File: config.mk
export PLATFORM = sky130hd
export DESIGN_NAME = key_event_gen
export DESIGN_NICKNAME = d
export VERILOG_FILES = /design/src/rtl/key_event_pkg.sv /design/src/rtl/ms_tick_gen.sv /design/src/rtl/key_event_gen.sv
export SDC_FILE = /design/constraint.sdc
export NUM_CORES = 1
export LEC_CHECK = 0
export ABC_AREA = 1
export BUFFER_PORTS_ARGS = -buffer_cell sky130_fd_sc_hd__buf_2
export CAP_MARGIN = 20
export CORE_MARGIN = 3
export CORE_UTILIZATION = 61
export CTS_CLUSTER_SIZE = 20
export DETAILED_ROUTE_END_ITERATION = 8
export HOLD_SLACK_MARGIN = 0.12
export PLACE_DENSITY = 0.78
export SYNTH_ARGS = -nofsm -noshare
export SYNTH_HDL_FRONTEND = slang
export SYNTH_HIERARCHICAL = 1
export SYNTH_SLANG_ARGS = --single-unit
export TNS_END_PERCENT = 50
File: constraint.sdc
create_clock -name clk -period 2.72 [get_ports clk]
set_clock_uncertainty 0.15 [all_clocks]
set_input_delay 0.136 -clock clk [delete_from_list [all_inputs] [get_ports clk]]
set_output_delay 0.136 -clock clk [all_outputs]
set_load 0.005 [all_outputs]
File: src/rtl/key_event_pkg.sv
// Shared types and helpers for the key event generator.
// Build option: KEY_AUTO_REPEAT_EN enables auto-repeat while held.
package key_event_pkg;

  typedef enum logic [1:0] {
    KEY_IDLE,
    KEY_PRESS,
    KEY_LONG
  } key_state_t;

  localparam int MS_PER_S = 1000;

  function automatic int tick_div(input int clk_hz);
    int div;
    div = clk_hz / MS_PER_S;
    return (div < 1) ? 1 : div;
  endfunction

endpackage

File: src/rtl/ms_tick_gen.sv
// Free-running 1 ms tick from a clk prescaler.
// Tick is high for the single cycle at terminal count.
module ms_tick_gen
  import key_event_pkg::*;
#(
  parameter int CLK_HZ = 100_000_000
) (
  input  logic clk,
  input  logic reset,
  output logic tick
);

  localparam int DIV = tick_div(CLK_HZ);
  localparam int W = (DIV > 1) ? $clog2(DIV) : 1;
  localparam logic [W-1:0] LAST = W'(DIV - 1);

  logic [W-1:0] cnt;

  // prescaler wraps at terminal count, never cleared otherwise
  always_ff @(posedge clk or posedge reset) begin
    if (reset) begin
      cnt <= '0;
    end else if (cnt == LAST) begin
      cnt <= '0;
    end else begin
      cnt <= cnt + 1'b1;
    end
  end

  assign tick = (cnt == LAST);

endmodule

File: src/rtl/key_event_gen.sv
// Debounced key level to one-cycle press/release/short/long events.
// Build option: KEY_AUTO_REPEAT_EN adds repeat_pulse while in LONG.
module key_event_gen
  import key_event_pkg::*;
#(
  parameter int CLK_HZ    = 100_000_000,
  parameter int LONG_MS   = 1000,
  parameter int REPEAT_MS = 200,
  parameter int CNT_W     = 16
) (
  input  logic clk,
  input  logic reset,
  input  logic key_level,
  input  logic enable,
  output logic press_pulse,
  output logic release_pulse,
  output logic short_pulse,
  output logic long_pulse,
  output logic repeat_pulse,
  output logic key_held
);

  localparam logic [CNT_W-1:0] HOLD_LAST = CNT_W'(LONG_MS - 1);

  logic             tick;
  logic             key_q;
  logic             rise;
  logic             fall;
  logic             at_long;
  logic [CNT_W-1:0] hold_cnt;
  key_state_t       state;
  key_state_t       state_nx;
  logic             press_nx;
  logic             release_nx;
  logic             short_nx;
  logic             long_nx;
  logic             repeat_nx;

  ms_tick_gen #(
    .CLK_HZ(CLK_HZ)
  ) u_tick (
    .clk  (clk),
    .reset(reset),
    .tick (tick)
  );

  assign rise    = key_level & ~key_q;
  assign fall    = ~key_level & key_q;
  assign at_long = tick & (hold_cnt == HOLD_LAST);

  // previous level; preset so a key held through reset is not a press
  always_ff @(posedge clk or posedge reset) begin
    if (reset) key_q <= 1'b1;
    else       key_q <= key_level;
  end

  // state register
  always_ff @(posedge clk or posedge reset) begin
    if (reset) state <= KEY_IDLE;
    else       state <= state_nx;
  end

  // next state; disable forces IDLE
  always_comb begin
    state_nx = state;
    if (!enable) begin
      state_nx = KEY_IDLE;
    end else begin
      unique case (state)
        KEY_IDLE:  if (rise) state_nx = KEY_PRESS;
        KEY_PRESS: begin
          if (fall)         state_nx = KEY_IDLE;
          else if (at_long) state_nx = KEY_LONG;
        end
        KEY_LONG:  if (fall) state_nx = KEY_IDLE;
        default:   state_nx = KEY_IDLE;
      endcase
    end
  end

  // pulse conditions; a fall always beats the long threshold
  always_comb begin
    press_nx   = 1'b0;
    release_nx = 1'b0;
    short_nx   = 1'b0;
    long_nx    = 1'b0;
    if (enable) begin
      unique case (state)
        KEY_IDLE:  press_nx = rise;
        KEY_PRESS: begin
          release_nx = fall;
          short_nx   = fall;
          long_nx    = ~fall & at_long;
        end
        KEY_LONG:  release_nx = fall;
        default:   ;
      endcase
    end
  end

  // hold time in ms ticks, saturating
  always_ff @(posedge clk or posedge reset) begin
    if (reset) begin
      hold_cnt <= '0;
    end else if (press_nx) begin
      hold_cnt <= '0;
    end else if (state == KEY_PRESS && tick &&
                 hold_cnt != '1) begin
      hold_cnt <= hold_cnt + 1'b1;
    end
  end

`ifdef KEY_AUTO_REPEAT_EN
  localparam logic [CNT_W-1:0] REP_LAST =
    CNT_W'(REPEAT_MS - 1);

  logic [CNT_W-1:0] rep_cnt;

  assign repeat_nx = enable & (state == KEY_LONG) &
                     ~fall & tick & (rep_cnt == REP_LAST);

  // repeat period counter, restarted on long press
  always_ff @(posedge clk or posedge reset) begin
    if (reset) begin
      rep_cnt <= '0;
    end else if (long_nx) begin
      rep_cnt <= '0;
    end else if (state == KEY_LONG && tick) begin
      if (rep_cnt == REP_LAST)  rep_cnt <= '0;
      else if (rep_cnt != '1)   rep_cnt <= rep_cnt + 1'b1;
    end
  end
`else
  logic unused_repeat_ms;
  assign unused_repeat_ms = ^REPEAT_MS;
  assign repeat_nx = 1'b0;
`endif

  // registered outputs
  always_ff @(posedge clk or posedge reset) begin
    if (reset) begin
      press_pulse   <= 1'b0;
      release_pulse <= 1'b0;
      short_pulse   <= 1'b0;
      long_pulse    <= 1'b0;
      repeat_pulse  <= 1'b0;
      key_held      <= 1'b0;
    end else begin
      press_pulse   <= press_nx;
      release_pulse <= release_nx;
      short_pulse   <= short_nx;
      long_pulse    <= long_nx;
      repeat_pulse  <= repeat_nx;
      key_held      <= (state_nx != KEY_IDLE);
    end
  end

endmodule

==> flow_metrics.tcl, run 1 <==
set metrics [dict create \
    clock-root-buffer "clkbuf_8" \
    vias 2197 \
    clock-sinks 41 \
    hpwl_mm 3.750 \
    hold_viol_final 0 \
    clk_latency_ps 290 \
    min_period_ps 2208 \
    finalSetupViolCount 0 \
    synth_cell_types 26 \
    finalNetCount 372 \
    final_common_cell "nand2_1" \
    cts_resized 0 \
    cp-end-kind "register" \
    grt_pass1_wl_mm 9.315 \
    max_cap_violations 0 \
    setup.worst_path.start "u_tick/cnt[0]" \
    outcome "completed" \
    powerDensity_nw_per_um2 408.0 \
    rsz0062_at_grt "false" \
    required_ps 2750 \
    syn2layout_area_growth_pct 7.814 \
    p_leak_nw 1.392 \
    cts.htree.levels 2 \
    period_share 0.8118 \
    slew_headroom 0.4045 \
    wl_per_cell_um 12.52 \
    fin_cells 411 \
    grt_max_degree 25 \
    wl_mm 5.147 \
    worstPathMaxFanout 15 \
    die_h_um 69.38 \
    dr.pass1.iters 4 \
    clk_pin_slew_worst_paths_ps 70 \
    antenna_found_initial 0 \
    reg2reg_depth 12 \
    layout-drive-gt1-share 0.09642 \
    grt_pass1_vias 2167 \
    critical_path_arrival_ps 2240 \
    regToRegSetupSlack_ps 510 \
    antenna_left 0 \
    tightest_slew_ps 892.3 \
    r2r-end "hold_cnt[6]" \
    cts_buffer_depth 2 \
    syn_area_sq_um 2450 \
    timing.rr.start "u_tick/cnt[0]" \
    grt_remaining_overflow 0 \
    cts_setup_buffers 0 \
    die-area_sq_um 4813 \
    drv_slew 0 \
    cts_hold_buf 3 \
    crit_end "hold_cnt[6]" \
    drcViolationCount 0 \
    portBuffers 8 \
    synth.avg_cell_area_sq_um 7.060 \
    cts_made_buffers 5 \
    yosysSeqAreaShare 0.4193 \
    hp-class "register to register" \
    dp.cells 400 \
    setup_tns_ps 0 \
    drt_iter0_markers 124 \
    fmax_mhz 452.9 \
    gp_congestion 0.9341 \
    synth_nets 357 \
    crit_type "register to register" \
    track_usage 0.2344 \
    viasPerCell 5.345 \
    synthCells 347 \
    cts_tree "done" \
    num_rows 22 \
    die_w_um 69.38 \
    core_region_area_sq_um 3771 \
    final_cell_mix "106 x nand2_1, 52 x nor2_1, 43 x inv_1" \
    ir_worst_vdd_mv 0.3034 \
    ys_ff_latch 41 \
    ioPinCount 10 \
    initial_core_util 0.6496 \
    worst_setup_path_start_kind "register" \
    ys_warn_count 6 \
    n_antenna_cell 0 \
]
## routing by layer
metal | global-route usage | vias to the layer above | wire [um]
li1 | - | 1115 | -
met1 | 0.2871 | 1017 | 2187
met2 | 0.4015 | 54 | 2643
met3 | 0.04493 | 11 | 212
met4 | 0.09978 | 0 | 104
met5 | 0 | - | 0
## where the power goes
part / internal (mW) / switching (mW) / leakage (nW)
clock network: 0.180 / 0.196 / 0.0422
registers: 0.621 / 0.0117 / 0.549
logic: 0.0231 / 0.0458 / 0.801
total: 0.824 / 0.254 / 1.39
## sequential cells by signal, indices dropped and copies added (netlist names)
signal	count
u_tick/cnt	17
hold_cnt	16
state	2
key_held	1
key_q	1
long_pulse	1
press_pulse	1
release_pulse	1
short_pulse	1
## worst min path at each step
stage / cells past startpoint / endpoint / startpoint
2_1_floorplan: 1 / u_tick/cnt[0] / reset
4_1_cts: 1 / u_tick/cnt[0] / u_tick/cnt[0]
5_1_grt: 1 / u_tick/cnt[0] / u_tick/cnt[0]
6_report: 1 / u_tick/cnt[0] / u_tick/cnt[0]
3_3_place_gp: 2 / u_tick/cnt[1] / reset
3_5_place_dp: 1 / key_q / key_level
## worst max-delay path: stages, from the launching register on
cell	delay, ps
dfrtp_1	390
ha_1	200
nand2_1	70
inv_2	80
nand2_1	60
nor2_2	110
nand2_1	140
inv_2	130
nand2_1	110
nor2_4	390
nor2_8	110
nand2_1	90
nand2_1	50
## kinds of logic after synthesis
group | Yosys count | share of synthesized area
other | 1 | 0.001531
AO/OA/AOI/OAI | 18 | 0.03779
flip-flops | 41 | 0.4193
XOR/XNOR | 9 | 0.03218
buffers and inverters | 54 | 0.08784
adder cells (fa/ha/maj) | 6 | 0.03064
AND/OR/NAND/NOR | 218 | 0.3907
## Yosys cell counts, drive strengths merged
| library cell | count | share of area |
|---|---|---|
| nand3 | 27 | 0.055 |
| buf | 3 | 0.0097 |
| nand2 | 108 | 0.17 |
| a21boi | 1 | 0.0031 |
| nor3b | 1 | 0.0031 |
| a21oi | 6 | 0.012 |
| ha | 6 | 0.031 |
| nand4 | 18 | 0.046 |
| o21ai | 11 | 0.022 |
| xor2 | 9 | 0.032 |
| conb | 1 | 0.0015 |
| or2 | 1 | 0.0026 |
| dfrtp | 40 | 0.41 |
| dfstp | 1 | 0.011 |
| nor3 | 2 | 0.0041 |
| inv | 50 | 0.077 |
| nor2 | 61 | 0.11 |
| clkbuf | 1 | 0.0015 |
## layout make-up
cell class              instances  area [sq um]
clock inverters                 1         5.005
repair buffers                 12         77.57
clock buffers                   7         76.32
flip-flops and latches         41          1027
inverters                      50         187.7
well taps                      48         60.06
multi-input cells             252          1207
fillers                       331          1130
## stage by stage
stage                     power [mW]  worst slack (ps)    util  hold WS (ps)  area (sq um)
final                          1.078             512.0  0.7004         332.7          2641
after CTS                      1.090             509.0  0.7004         338.6          2641
after global routing           1.135             321.0  0.7004         370.3          2641
after floorplan               0.6904             780.7       -        -87.93          2450
after global placement        0.7072             604.4  0.6709         109.1          2530
after detailed placement      0.7084             514.3  0.6709         113.5          2530
Power figures use the tool's default switching activity.
==> run 2: changes to the inputs <==
- ABC_AREA: 1 -> 0
- CORE_UTILIZATION: 61 -> 55
- PLACE_DENSITY: 0.78 -> 0.74
- clock period: 2.72 -> 2 ns (I/O delays scaled with it)
==> run 2 against run 1 <==
  * The flow now finishes with violations (negative setup slack)
  * Total power rose by 36%
  * Critical path depth fell by 5
  * Die area fell by 1.2%
  * Setup slack got worse by 1300 ps
  * First-iteration DRC count fell by 8.1%
  * Worst hold slack got worse by 160 ps
  * Synthesized cell count fell by 38%
  * Sequential power rose by 33%
  * Flip-flop and latch count did not move
  * Utilization rose by 7.0 points
  * Highest routed layer unchanged
==> flow_metrics.tcl, run 2 <==
set metrics [dict create \
    p_comb_frac 0.063 \
    crit_type "register to register" \
    r2r-end "key_held" \
    internal_power_mw 1.112 \
    top_regs "u_tick/cnt: 17 flops, hold_cnt: 16 flops, state: 2 flops" \
    grt_pass1_wl_mm 8.687 \
    clk_latency_ps 300 \
    synth_common_cells "40 x dfrtp_1, 18 x nand2_1, 16 x nor2_1" \
    min_period_ps 2739 \
    die-area_sq_um 4757 \
    crit_path_cell_trace "nand4bb_1 -> nor4_2 -> and4_4 -> or4b_4 -> or4_4 -> or4_4 -> a41oi_2" \
    track_usage 0.2482 \
    layout-drive-gt1-share 0.3630 \
    finalSetupViolCount 18 \
    antenna_left 0 \
    slowest_delay_ps 450 \
    num_rows 22 \
    yosysSeqAreaShare 0.4710 \
    slew_headroom 0.5777 \
    wl_mm 5.492 \
    dpl_cell_area_sq_um 2581 \
    worstPathMaxFanout 3 \
    final_area_sq_um 2884 \
    ys.flop_type "dfrtp_1" \
    ys_ff_latch 41 \
    cp-end-kind "register" \
    portBuffers 8 \
    grt_max_degree 19 \
    powerDensity_nw_per_um2 506.8 \
    gp_congestion 0.8759 \
    drv_slew 0 \
    syn_area_sq_um 2181 \
    final_cell_mix "50 x buf_4, 40 x dfrtp_1, 16 x nand2_1" \
    synth_top_area_frac 0.4590 \
    synth_cell_types 52 \
    cts_buffer_depth 2 \
    die_h_um 68.97 \
    finalNetCount 290 \
    final_common_cell "buf_4" \
    grt_remaining_overflow 0 \
    power_frac_seq 0.577 \
    max_cap_violations 0 \
    synthArstFlopShare 1.000 \
    tightest_slew_ps 632.7 \
    n_antenna_cell 0 \
    core_region_area_sq_um 3744 \
    yosys-top-cells-area "dfrtp_1 46%, xnor2_1 4.4%, ha_1 3.4%" \
    cts.htree.levels 2 \
    yosysMostFrequentCell "dfrtp_1" \
    antenna_found_initial 0 \
    grt_pass1_vias 1903 \
    viasPerCell 5.927 \
    timing.rr.start "u_tick/cnt[12]" \
    reg2reg_depth 7 \
    worst_setup_path_start_kind "register" \
    synthCells 216 \
    vias 1950 \
    ir_worst_vdd_mv 0.3814 \
    required_ps 2070 \
    path_common_cell "or4_4" \
    ioPinCount 10 \
    outcome "finished with violations" \
    synth_area_leader_cell "dfrtp_1" \
    clock-root-buffer "clkbuf_8" \
    fmax_mhz 365.1 \
    regToRegSetupSlack_ps -740 \
    synth_nets 226 \
    die_w_um 68.97 \
    ys_warn_count 6 \
    syn2layout_area_growth_pct 32.24 \
    cts_made_buffers 5 \
    finalPower_mw 1.462 \
    drcViolationCount 0 \
    cts_tree "done" \
    p_leak_nw 1.308 \
    pwr-share-clk 0.360 \
    top_register "u_tick/cnt" \
    violations "negative setup slack" \
    slowest_stage "or4b_4" \
    dr.pass1.iters 4 \
    wl_per_cell_um 16.69 \
    initial_core_util 0.5826 \
    hold_viol_final 0 \
    clock-sinks 41 \
    power_switching_uw 349.9 \
    drt_iter0_markers 114 \
    clk_pin_slew_worst_paths_ps 80 \
    sw_frac_of_total 0.2394 \
    rsz0062_at_grt "true" \
    largest_reg_flops 17 \
    critical_path_arrival_ps 2800 \
    synth.avg_cell_area_sq_um 10.10 \
    setup_ws_ps -738.6 \
    period_share 1.369 \
    hp-class "input port to asynchronous set/reset pin" \
    synth_edf_count 0 \
    hpwl_mm 3.669 \
]
## run 2: kinds of logic after synthesis
family,count (synthesis),synth area share
AO/OA/AOI/OAI,36,0.1153
buffers and inverters,16,0.02983
adder cells (fa/ha/maj),6,0.03442
flip-flops,41,0.4710
AND/OR/NAND/NOR,100,0.2828
other,1,0.001720
XOR/XNOR,15,0.06024
multiplexers,1,0.004590
## run 2: how the worst max path moves through the flow
stage	from	endpoint	slack [ps]	cells past startpoint
3_5_place_dp	u_tick/cnt[1]	key_held	-780	8
4_1_cts	u_tick/cnt[1]	key_held	-730	8
2_1_floorplan	u_tick/cnt[0]	key_held	-790	9
6_report	u_tick/cnt[12]	key_held	-740	7
3_3_place_gp	u_tick/cnt[12]	key_held	-680	7
5_1_grt	u_tick/cnt[12]	key_held	-820	7
## run 2: power groups by stage
stage / Clock, mW / Sequential, mW / Combinational [mW]
CTS: 0.538 / 0.842 / 0.0803
floorplan: 0 / 0.859 / 0.0442
global placement: 0 / 0.858 / 0.0703
global route: 0.581 / 0.844 / 0.100
finish: 0.527 / 0.843 / 0.0921
detailed placement: 0 / 0.859 / 0.0723
## run 2: layout make-up
class	instances	area (sq um)
Clock inverter	2	10.01
Fill cell	244	859.6
Inverter	10	37.54
Timing Repair Buffer	63	476.7
Multi-Input combinational cell	159	1200
Clock buffer	6	72.57
Tap cell	48	60.06
Sequential cell	41	1027
## run 2: layer usage
layer / up-vias / GRT usage / wire (um)
li1: 931 / - / -
met1: 960 / 0.2951 / 2304
met2: 46 / 0.4393 / 2921
met3: 13 / 0.05186 / 165
met4: 0 / 0.09002 / 99
met5: - / 0 / 0
## run 2: worst max-delay path: cells and delay by family, from the launching register on
| family | cells | cell delay, ps |
|---|---|---|
| DFF | 1 | 380 |
| and+or+nand+nor | 6 | 1970 |
| AOI/OAI and AO/OA | 1 | 150 |
## run 2: what timing repair did
| action | 4_1_cts | 5_1_grt |
|---|---|---|
| gates resized for setup | 11 | 18 |
| gates cloned | 0 | 0 |
| hold buffers | 3 | 0 |
| endpoints found under the setup margin | 18 | 20 |
| pin swaps | 8 | 7 |
| hold endpoints to repair | 47 | 0 |
| buffers inserted | 4 | 8 |
## run 2: per-stage QoR
step	TNS, ps	hold slack [ps]	setup WS [ps]	std cells	utilization
5_1_grt	-9766	183.3	-817.1	329	0.7704
6_report	-7965	169.4	-738.6	329	0.7704
3_3_place_gp	-6217	-101.5	-683.7	307	0.6895
2_1_floorplan	-4734	-123.9	-793.7	216	-
4_1_cts	-8610	152.8	-733.0	322	0.7400
3_5_place_dp	-8482	-87.01	-784.8	307	0.6895
==> run 3: changes to the inputs <==
- PLACE_DENSITY: 0.74 -> unset
- PLACE_DENSITY_LB_ADDON: unset -> 0.25
==> run 3 against run 2 <==
  * The run still ends with negative setup slack left
  * Count of clock-buffer cells in the layout is 1 higher
  * Worst hold slack better by 120 ps
  * Via count grew 2.9%
  * Total power up 1.3%
  * Clock power up 4.0%
  * Highest routed layer unchanged
  * Utilization shrank 0.80 points
  * Die area unchanged
  * Non-clock buffer count is 4 lower
  * Combinational power decreased by 3.7%
==> flow_metrics.tcl, run 3 (synthesis results as in run 2) <==
set metrics [dict create \
    portBuffers 8 \
    clk_latency_ps 300 \
    hp-class "input port to asynchronous set/reset pin" \
    die_w_um 68.97 \
    cts.htree.levels 2 \
    r2r-end "key_held" \
    critical_path_buf_inv_count 0 \
    wl_met1_mm 2.260 \
    tightest_slew_ps 656.2 \
    cp-end-kind "register" \
    slowest_stage "or4b_4" \
    reg2reg_depth 8 \
    initial_core_util 0.5826 \
    antenna_found_initial 0 \
    grt_pass1_vias 1956 \
    grt_pass1_wl_mm 8.728 \
    cts_made_buffers 5 \
    crit_type "register to register" \
    syn2layout_area_growth_pct 30.87 \
    fill_cells 243 \
    slowest_delay_ps 460 \
    viasPerCell 6.194 \
    core_region_area_sq_um 3744 \
    finalSetupViolCount 19 \
    gp_congestion 0.8524 \
    highest_layer "met4" \
    track_usage 0.2485 \
    drt_iter0_markers 232 \
    vias 2007 \
    setup.worst_path.start "u_tick/cnt[0]" \
    critical_path_arrival_ps 2840 \
    worstPathMaxFanout 3 \
    crit_family "simple AND/OR/NAND/NOR gates" \
    hpwl_mm 3.613 \
    top_regs "u_tick/cnt: 17 flops, hold_cnt: 16 flops, state: 2 flops" \
    final_cell_mix "46 x buf_4, 40 x dfrtp_1, 17 x nand2_1" \
    drv_slew 0 \
    largest_reg_flops 17 \
    timing.rr.start "u_tick/cnt[0]" \
    wl_per_cell_um 17.43 \
    rsz0062_at_grt "true" \
    dp.cells 306 \
    clock-sinks 41 \
    period_share 1.383 \
    antenna_left 0 \
    final_common_cell "buf_4" \
    layout-drive-gt1-share 0.3406 \
    n_antenna_cell 0 \
    p_leak_nw 1.300 \
    top_register "u_tick/cnt" \
    violations "negative setup slack" \
    regToRegSetupSlack_ps -770 \
    die_h_um 68.97 \
    grt_max_degree 25 \
    hold_viol_final 0 \
    min_period_ps 2766 \
    max_cap_violations 0 \
    num_rows 22 \
    ir_worst_vdd_mv 0.4327 \
    clock-root-buffer "clkbuf_8" \
    required_ps 2070 \
    crit_path_cell_trace "ha_2 -> nand3_2 -> nor2_4 -> and4_1 -> or4b_4 -> or4_4 -> or4_4 -> a41oi_2" \
    wl_met2_mm 2.893 \
    finalNetCount 286 \
    powerDensity_nw_per_um2 518.7 \
    outcome "finished with violations" \
    dpl_cell_area_sq_um 2574 \
    dr.pass1.iters 5 \
    grt_remaining_overflow 0 \
    cts_buffer_depth 2 \
    pre_cts_slack_ps -708.4 \
    worst_setup_path_start_kind "register" \
    drcViolationCount 0 \
    wl_met3_um 271 \
    fin_cells 324 \
    fmax_mhz 361.5 \
    setup_ws_ps -766.4 \
    slew_headroom 0.5621 \
    ioPinCount 10 \
    clk_pin_slew_worst_paths_ps 80 \
    wl_mm 5.646 \
    final_area_sq_um 2854 \
    path_common_cell "or4_4" \
    cts_tree "done" \
    die-area_sq_um 4757 \
]
run 3: how the worst max path moves through the flow:
| stage | end | slack (ps) | depth (start not counted) |
|---|---|---|---|
| after floorplan | key_held | -790 | 9 |
| after global placement | key_held | -660 | 7 |
| after detailed placement | key_held | -710 | 7 |
| after CTS | key_held | -720 | 7 |
| after global routing | key_held | -860 | 7 |
| final | key_held | -770 | 8 |
run 3: worst min-delay path, delay by kind of cell:
family	cells	cell delay, ps
buffers and inverters	4	1030
run 3: report_power, final:
part	switching, mW	internal [mW]
Sequential	0.00674	0.837
Combinational	0.0569	0.0319
Clock	0.274	0.274
run 3: layout make-up:
cell class              count  area (sq um)  area share
clock buffers               7         86.33     0.03025
inverters                  10         37.54     0.01315
multi-input cells         159          1201      0.4209
flip-flops and latches     41          1027      0.3599
well taps                  48         60.06     0.02104
repair buffers             59         441.7      0.1548
run 3: through the flow:
stage | total power [mW] | TNS, ps | utilization | hold slack [ps]
after global routing | 1.542 | -9715 | 0.7624 | 323.6
after CTS | 1.472 | -6820 | 0.7299 | 263.6
after floorplan | 0.9031 | -4734 | - | -123.9
after global placement | 0.9275 | -5630 | 0.6875 | 14.73
after detailed placement | 0.9322 | -6780 | 0.6875 | 26.74
final | 1.480 | -7729 | 0.7624 | 293.2
run 3: metal layers:
layer / track usage / vias up
li1: - / 917
met1: 0.2918 / 986
met2: 0.4131 / 79
met3: 0.06321 / 25
met4: 0.1363 / 0
met5: 0 / -
run 3: repair_timing:
item / in CTS / in global routing
hold buffers: 3 / 0
hold endpoints to repair: 48 / 0
setup buffers: 3 / 5
setup endpoints to repair: 19 / 20
pin swaps: 4 / 9
resized for setup: 4 / 20
